File: src/rtl/ctx_switch_ctrl.sv
// ctx_switch_ctrl
//   Sequences a process context switch: saves the running register file and PC
//   into context memory, picks the next ready process round-robin, then restores
//   that process's registers and PC.
//
// Ports
//   clock, reset       system clock; synchronous active-high reset
//   start              switch request, sampled only in IDLE
//   ready_mask         runnable processes, sampled in PICK
//   pc_in              running PC, sampled on the PC save cycle
//   rf_raddr/rf_rdata  register file read port (asynchronous read)
//   rf_we/waddr/wdata  register file write port
//   mem_addr           context memory address {pid, idx}
//   mem_we/mem_wdata   context memory write port
//   mem_rdata          context memory read data, one cycle after mem_addr
//   pc_out/pc_load     restored PC, valid while pc_load pulses
//   cur_pid            running process
//   ctx_busy           high in every state except IDLE
//   done               one-cycle pulse at the end of a switch
module ctx_switch_ctrl #(
   parameter int NUM_REGS  = 32,
   parameter int NUM_PROCS = 8,
   parameter int PID_W     = 3,
   parameter int IDX_W     = 6,
   parameter int DATA_W    = 32
) (
   input  logic                   clock,
   input  logic                   reset,
   input  logic                   start,
   input  logic [NUM_PROCS-1:0]   ready_mask,
   input  logic [DATA_W-1:0]      pc_in,
   output logic [4:0]             rf_raddr,
   input  logic [DATA_W-1:0]      rf_rdata,
   output logic                   rf_we,
   output logic [4:0]             rf_waddr,
   output logic [DATA_W-1:0]      rf_wdata,
   output logic [PID_W+IDX_W-1:0] mem_addr,
   output logic                   mem_we,
   output logic [DATA_W-1:0]      mem_wdata,
   input  logic [DATA_W-1:0]      mem_rdata,
   output logic [DATA_W-1:0]      pc_out,
   output logic                   pc_load,
   output logic [PID_W-1:0]       cur_pid,
   output logic                   ctx_busy,
   output logic                   done
);

   localparam int RA_W = 5;
   // Index of the PC word in a context, and the restore drain cycle index.
   localparam logic [IDX_W-1:0] PC_IDX    = IDX_W'(NUM_REGS);
   localparam logic [IDX_W-1:0] DRAIN_IDX = IDX_W'(NUM_REGS + 1);

   typedef enum logic [2:0] {
      S_IDLE,
      S_SAVE,
      S_PICK,
      S_RESTORE,
      S_DONE
   } state_t;

   state_t           state, state_nx;
   logic [IDX_W-1:0] idx, idx_nx;
   logic [PID_W-1:0] next_pid;
   logic [PID_W-1:0] pick_pid;
   logic [PID_W-1:0] cand;
   logic             found;

   // State, index and PID registers.
   always_ff @(posedge clock) begin
      if (reset) begin
         state    <= S_IDLE;
         idx      <= '0;
         next_pid <= '0;
         cur_pid  <= '0;
      end else begin
         state <= state_nx;
         idx   <= idx_nx;
         if (state == S_PICK) next_pid <= pick_pid;
         if (state == S_DONE) cur_pid  <= next_pid;
      end
   end

   // Round-robin pick: scan cur_pid+1 upward with wrap; the last candidate
   // (k == NUM_PROCS) wraps back to cur_pid itself. No runnable process
   // falls back to PID 0, the idle task.
   always_comb begin
      pick_pid = '0;
      found    = 1'b0;
      cand     = '0;
      for (int k = 1; k <= NUM_PROCS; k++) begin
         cand = cur_pid + PID_W'(k);
         if (!found && ready_mask[cand]) begin
            pick_pid = cand;
            found    = 1'b1;
         end
      end
   end

   // Next state and outputs, decoded from registered state and index only.
   always_comb begin
      state_nx  = state;
      idx_nx    = '0;
      ctx_busy  = (state != S_IDLE);
      rf_raddr  = '0;
      rf_we     = 1'b0;
      rf_waddr  = '0;
      rf_wdata  = '0;
      mem_addr  = '0;
      mem_we    = 1'b0;
      mem_wdata = '0;
      pc_out    = '0;
      pc_load   = 1'b0;
      done      = 1'b0;

      unique case (state)
         S_IDLE: begin
            if (start) state_nx = S_SAVE;
         end

         S_SAVE: begin
            mem_we   = 1'b1;
            mem_addr = {cur_pid, idx};
            if (idx == PC_IDX) begin
               mem_wdata = pc_in;
               state_nx  = S_PICK;
            end else begin
               rf_raddr  = RA_W'(idx);
               mem_wdata = rf_rdata;
               idx_nx    = idx + IDX_W'(1);
            end
         end

         S_PICK: begin
            state_nx = S_RESTORE;
         end

         S_RESTORE: begin
            // Reads are issued at idx; data returns a cycle later, so the
            // write side trails by one index and the last cycle only drains.
            mem_addr = {next_pid, idx};
            if (idx == DRAIN_IDX) begin
               pc_load  = 1'b1;
               pc_out   = mem_rdata;
               state_nx = S_DONE;
            end else begin
               idx_nx = idx + IDX_W'(1);
               if (idx != '0) begin
                  rf_we    = 1'b1;
                  rf_waddr = RA_W'(idx - IDX_W'(1));
                  rf_wdata = mem_rdata;
               end
            end
         end

         S_DONE: begin
            done     = 1'b1;
            state_nx = S_IDLE;
         end

         default: state_nx = S_IDLE;
      endcase
   end

endmodule

File: config.mk
export PLATFORM = sky130hd
export DESIGN_NAME = ctx_switch_ctrl
export DESIGN_NICKNAME = d
export VERILOG_FILES = /design/src/rtl/ctx_switch_ctrl.sv
export SDC_FILE = /design/constraint.sdc
export NUM_CORES = 1
export LEC_CHECK = 0
export BUFFER_PORTS_ARGS = -buffer_cell sky130_fd_sc_hd__buf_2
export CELL_PAD_IN_SITES_DETAIL_PLACEMENT = 1
export CELL_PAD_IN_SITES_GLOBAL_PLACEMENT = 2
export CORE_UTILIZATION = 19
export DETAILED_ROUTE_END_ITERATION = 8
export GPL_ROUTABILITY_DRIVEN = 0
export GPL_TIMING_DRIVEN = 0
export HOLD_SLACK_MARGIN = 0.03
export PLACE_DENSITY_LB_ADDON = 0.1
export SYNTH_ARGS = -nofsm -noshare
export SYNTH_HDL_FRONTEND = slang
export SYNTH_SLANG_ARGS = --single-unit
File: constraint.sdc
create_clock -name clock -period 4.25 [get_ports clock]
set_input_delay 0.425 -clock clock [delete_from_list [all_inputs] [get_ports clock]]
set_output_delay 0.425 -clock clock [all_outputs]
set_load 0.01 [all_outputs]
# After elaboration in Yosys (flattened, before gate mapping)
# Cells that the tools add are included.
[totals] out_inout_bits=123 input_bits=107 reg_bits=15
[classes] muxes=58 n_addsub=9 order_cmp=8 reduce_logical=18 eq_ne=9
[op_table] cell="2-to-1 mux 32 bit" n=7
[op_table] cell="2-to-1 mux 3 bit" n=11
[op_table] cell="< comparator 3 x 4 -> 1 bit (second input constant)" n=8
[op_table] cell="2-to-1 mux 5 bit" n=5
[op_table] cell="binary-select mux 1 bit (select 3 bit)" n=8
[op_table] cell="2-to-1 mux 1 bit" n=22
[op_table] cell="case mux 9 bit (2 select lines)" n=1
[op_table] cell="adder 3 bit (second input constant)" n=4
[op_table] cell="== test 6 bit (second input constant)" n=2
[op_table] cell="2-to-1 mux 6 bit" n=2
[op_table] cell="case mux 3 bit (4 select lines)" n=1
[op_table] cell="case mux 6 bit (2 select lines)" n=1
[op_table] cell="logical AND 1 bit" n=7
[op_table] cell="logical NOT 1 bit" n=7
[op_table] cell="adder 3 x 2 -> 3 bit (second input constant)" n=2
[op_table] cell="adder 6 x 1 -> 6 bit (second input constant)" n=1
[op_table] cell="== test 3 x 2 -> 1 bit (second input constant)" n=2
[op_table] cell="inequality test 2 bit (second input constant)" n=3
[op_table] cell="nonzero test 6 bit" n=1
[op_table] cell="subtractor 5 x 1 -> 5 bit (second input constant)" n=1
[op_table] cell="adder 3 x 1 -> 3 bit (second input constant)" n=1
[op_table] cell="== test 3 x 1 -> 1 bit (second input constant)" n=1
[op_table] cell="== test 3 bit (second input constant)" n=1
[op_table] cell="logical NOT 3 bit" n=1
[op_table] cell="2 further kinds" n=2

# Logic depth before layout (Yosys ltp)
[logic_depth] ltp_word=25 depth_mapped=12 ltp_nobuf=9

# Worst setup path after synthesis
# No wires, ideal clock.
[synth_timing] path_kind="reg-to-reg" start="register cur_pid[1]" end="register next_pid[0]" t_arrival_ns=2.819 period_less_slack_ns=2.906 path_stages_with_launch=12 path_slack_ns=1.344 n_path_buf=2 required_ns=4.162 path_cell_list="dfxtp_1 > buf_2 > inv_1 > ha_1 > buf_2 > mux4_2 > mux2i_1 > a32oi_2 > nor3b_4 > o21ai_2 > o2111a_1 > nor4_2"
[synth_between] elab_chain_cells=25 word_cells_on_any_way=52 cone_classes="add/sub: 7; mux: 31; reduce/logical: 14"
[synth_rtl] element="start, declared" line="43" source="output logic [PID_W-1:0] cur_pid,"
[synth_rtl] element="start signal, assigned" line="79" source="if (state == S_DONE) cur_pid <= next_pid;"
[synth_rtl] element="adder 3 x 1 -> 3 bit" line="91" source="cand = cur_pid + PID_W'(k);"
[synth_rtl] element="binary-select mux 1 bit (select 3 bit)" line="92" source="if (!found && ready_mask[cand]) begin"
[synth_rtl] element="2-to-1 mux 1 bit (implied by the code)" line="92"
[synth_rtl] element="2-to-1 mux 1 bit" line="92"
[synth_rtl] element="logical NOT 1 bit" line="92"
[synth_rtl] element="logical AND 1 bit" line="92"
[synth_rtl] element="2-to-1 mux 1 bit" line="92"
[synth_rtl] element="logical NOT 1 bit" line="92"
[synth_rtl] element="[9 not listed]"
[synth_rtl] element="logical AND 1 bit" line="92"
[synth_rtl] element="2-to-1 mux 1 bit" line="92"
[synth_rtl] element="logical NOT 1 bit" line="92"
[synth_rtl] element="logical AND 1 bit" line="92"
[synth_rtl] element="2-to-1 mux 1 bit" line="92"
[synth_rtl] element="logical NOT 1 bit" line="92"
[synth_rtl] element="logical AND 1 bit" line="92"
[synth_rtl] element="2-to-1 mux 3 bit *" line="92"
[synth_rtl] element="end signal, assigned" line="78" source="if (state == S_PICK) next_pid <= pick_pid;"
[synth_rtl] element="end, declared" line="63" source="logic [PID_W-1:0] next_pid;"
# Every way passes the cells marked *; elsewhere a longest branch is shown, timed or not. The select of a mux whose other input is x is not followed.
# A chain may end at the register's enable or synchronous reset.

# Worst setup path after layout
[layout_timing] start="register cur_pid[1]" end="register next_pid[1]"
# The elaborated chain is that of the path after synthesis.

==> impl_results.md <==
* Status: finished, final reports clean
* Final Hold Viols at 0
* Met2 Usage GRT at 0.2727
* Port Buffers at ~230
* Post-route worst setup slack at about 0.85 ns
* Met3 Usage GRT at 0.02730
* Syn_area_per_cell at 6.732 um^2
* Top cells by area, synth: and2_1 18%, nand2_1 12%, dfxtp_1 12%
* P_leak at between 2 and 2.5 nW
* Synth top area share at 0.1781
* H-tree level count at 1
* Normalized max-slew margin at 0.5065
* Clock buffer count from CTS at 3
* Max VDD drop at about 96 uV
* Post-Synthesis Cells at between 300 and 400
* Diodes inserted at 0
* Worst slew pin tran at roughly 0.74 ns
* Crit path DAT at between 3 and 4 ns
* TritonCTS sink count at 15
* Vias per cell at 4.467
* Pre-antenna DRT Iters at 4
* Final slew viol count at 0
* Commonest non-fill, non-tap cell in the layout: buf_2
* Hold Path Depth at 1
* Critical Path Stages at 11
* CTS clk-pin slew, worst paths at about 0.05 ns
* Final Non-Filler Cells at ~800
* Die W at between 100 and 150 um
* DIE HEIGHT at about 120 um
* Crit path capture type: flop
* Register-to-Register Path Depth at 11
* Initial antenna violation count at 0
* Initial Util at 0.1955
* Largest area contributor in the netlist: and2_1
* Number of flops mapped to enable cells by yosys at 0
* Core area at between 0.01 and 0.015 mm^2
* Count of different cell masters after synthesis at 49
* Achievable Freq at between 0.2 and 0.3 GHz
* GR Util All Layers at 0.1544
* Critical path, cell by cell: buf_2 > inv_1 > ha_1 > buf_2 > mux4_2 > mux2i_1 > a32oi_2 > nor3b_4 > nand3_1 > o31ai_1 > a31oi_1
* Routed WL per cell at around 14 um
* Clock root cell: clkbuf_16
* Wirelength, routed at ~11 mm
* Synthesis-stage register bit count at 15
* Ys Warns at 0
* Worst-Skew Late Latency at around 0.26 ns
* Total of max-cap violations at 0
* HPWL Detailed at 9.558 mm
* Setup violations, final at 0
* WP buf/inv at 3
* Vias in the first global route at ~3600
* Register area share after synthesis at 0.1156
* I/O pins at 230
* Startpoint Class: flop
* Most frequent cells in the layout: 233 x buf_2, 81 x nand2_1, 74 x and2_1
* Clock Skew at between 0.004 and 0.005 ns
* Largest net degree at the start of global routing at 11
* Vias after detailed routing at between 3000 and 4000
* Cell family with most CP delay: buffers and inverters
* Overflow after GRT at 0
* Crit Path Class: flop to flop
* Design area at just over 0.004 mm^2
* Area grow syn2layout at 55.75%
* # Post-CTS Setup Buffers at 0
* Share of synthesized registers carrying an async set or reset at 0
* Critical path's most frequent cell: buf_2
* Layout cells sized above 1 at 0.4265
* RSZ-0062 raised after global routing: false
* Die area at roughly 0.014 mm^2
* CP Data Required Time at 4.38 ns
* Clk buf depth at 2
* Gr busiest metal: met2
* Placement Rows at 42
* Predominant post-synthesis flop cell: dfxtp_1
* Placed Instances at 791
* Final core utilization at 0.3044
* First-pass GRT wire length at about 18 mm
* CP max FO at 10
* Final critical-path share of the clock period at 0.8005
* Hold Crit Class: flop to flop
* Hold buffer count at CTS at 0
* DRC at 0
* Pre-CTS setup slack at 0.8255 ns
* CTS tree: built
* GR Util met1 at 0.1980
* Min Tclk post-route at 3.402 ns
* Slowest stage delay, CP at approximately 0.53 ns
* Setup_tns at 0 ns
* Mapped cell area at 0.002599 mm^2
* PD cells at about 120 mW/mm^2
* Antenna-violating nets left at 0
* Area after DPL at around 0.0040 mm^2
* Cts repair resizes at 0
* 1st-iter DRT viols at 85
* Net count, final at 732
* Syn_nets at 498
* Slowest CP cell: mux4_2
## path summary, 6_finish.rpt
path                                  from          end  slack [ns]
worst max register to register  cur_pid[1]  next_pid[1]        0.85
worst min-delay path                idx[0]       idx[0]        0.50
worst min register to register      idx[0]       idx[0]        0.50
worst max-delay path            cur_pid[1]  next_pid[1]        0.85
## through the flow
stage | power [mW] | hold slack (ns)
global route | 0.5282 | 0.5219
detailed placement | 0.3093 | 0.4909
floorplan | 0.2196 | 0.4517
CTS | 0.5060 | 0.5053
finish | 0.4982 | 0.4968
global placement | 0.3064 | 0.4845
## final cells by class
class                           instances  area (um^2)
Clock buffer                            3        75.07
Inverter                               11        41.29
Fill cell                            1765         9248
Clock inverter                          1        7.507
Buffer                                 30        136.4
Timing Repair Buffer                  229         1146
Tap cell                              176        220.2
Multi-Input combinational cell        330         2121
Sequential cell                        15        300.3
## logic make-up after synthesis
family          after synthesis  synth area share
simple gates                219            0.4275
fa+ha+maj                     5           0.02407
mux                          28            0.1777
compound gates               69            0.1565
flops                        15            0.1156
buf+inv                      41           0.06837
xor+xnor                      9           0.03033
## cells in the mapped netlist (all sizes together), types with 2 or more instances
cell     instances
clkbuf          22
nor3             7
nor2            30
o22ai            2
nor2b            4
and3             3
xnor2            2
dfxtp           15
mux4            12
ha               5
a21oi           46
a2111oi          2
mux2i           10
nand2b           6
nand2           81
or3              2
mux2             6
o21ai            8
nor3b            3
a32oi            2
buf              8
xor2             7
inv             11
nand3            5
and2            74
## power by group
group          internal, mW  switching [mW]
registers             0.142         0.00111
logic                0.0773          0.0834
clock network         0.127          0.0671
## metal layers
metal	part of all wire	wire, um
met4	0.0059	66
met3	0.079	886
met1	0.44	4917
met2	0.48	5354
met5	0	0
## state kept, by name, indices dropped and copies added, names as in the netlist
name / count
cur_pid: 3
idx: 6
next_pid: 3
state: 3
Power figures use the tool's default switching activity.
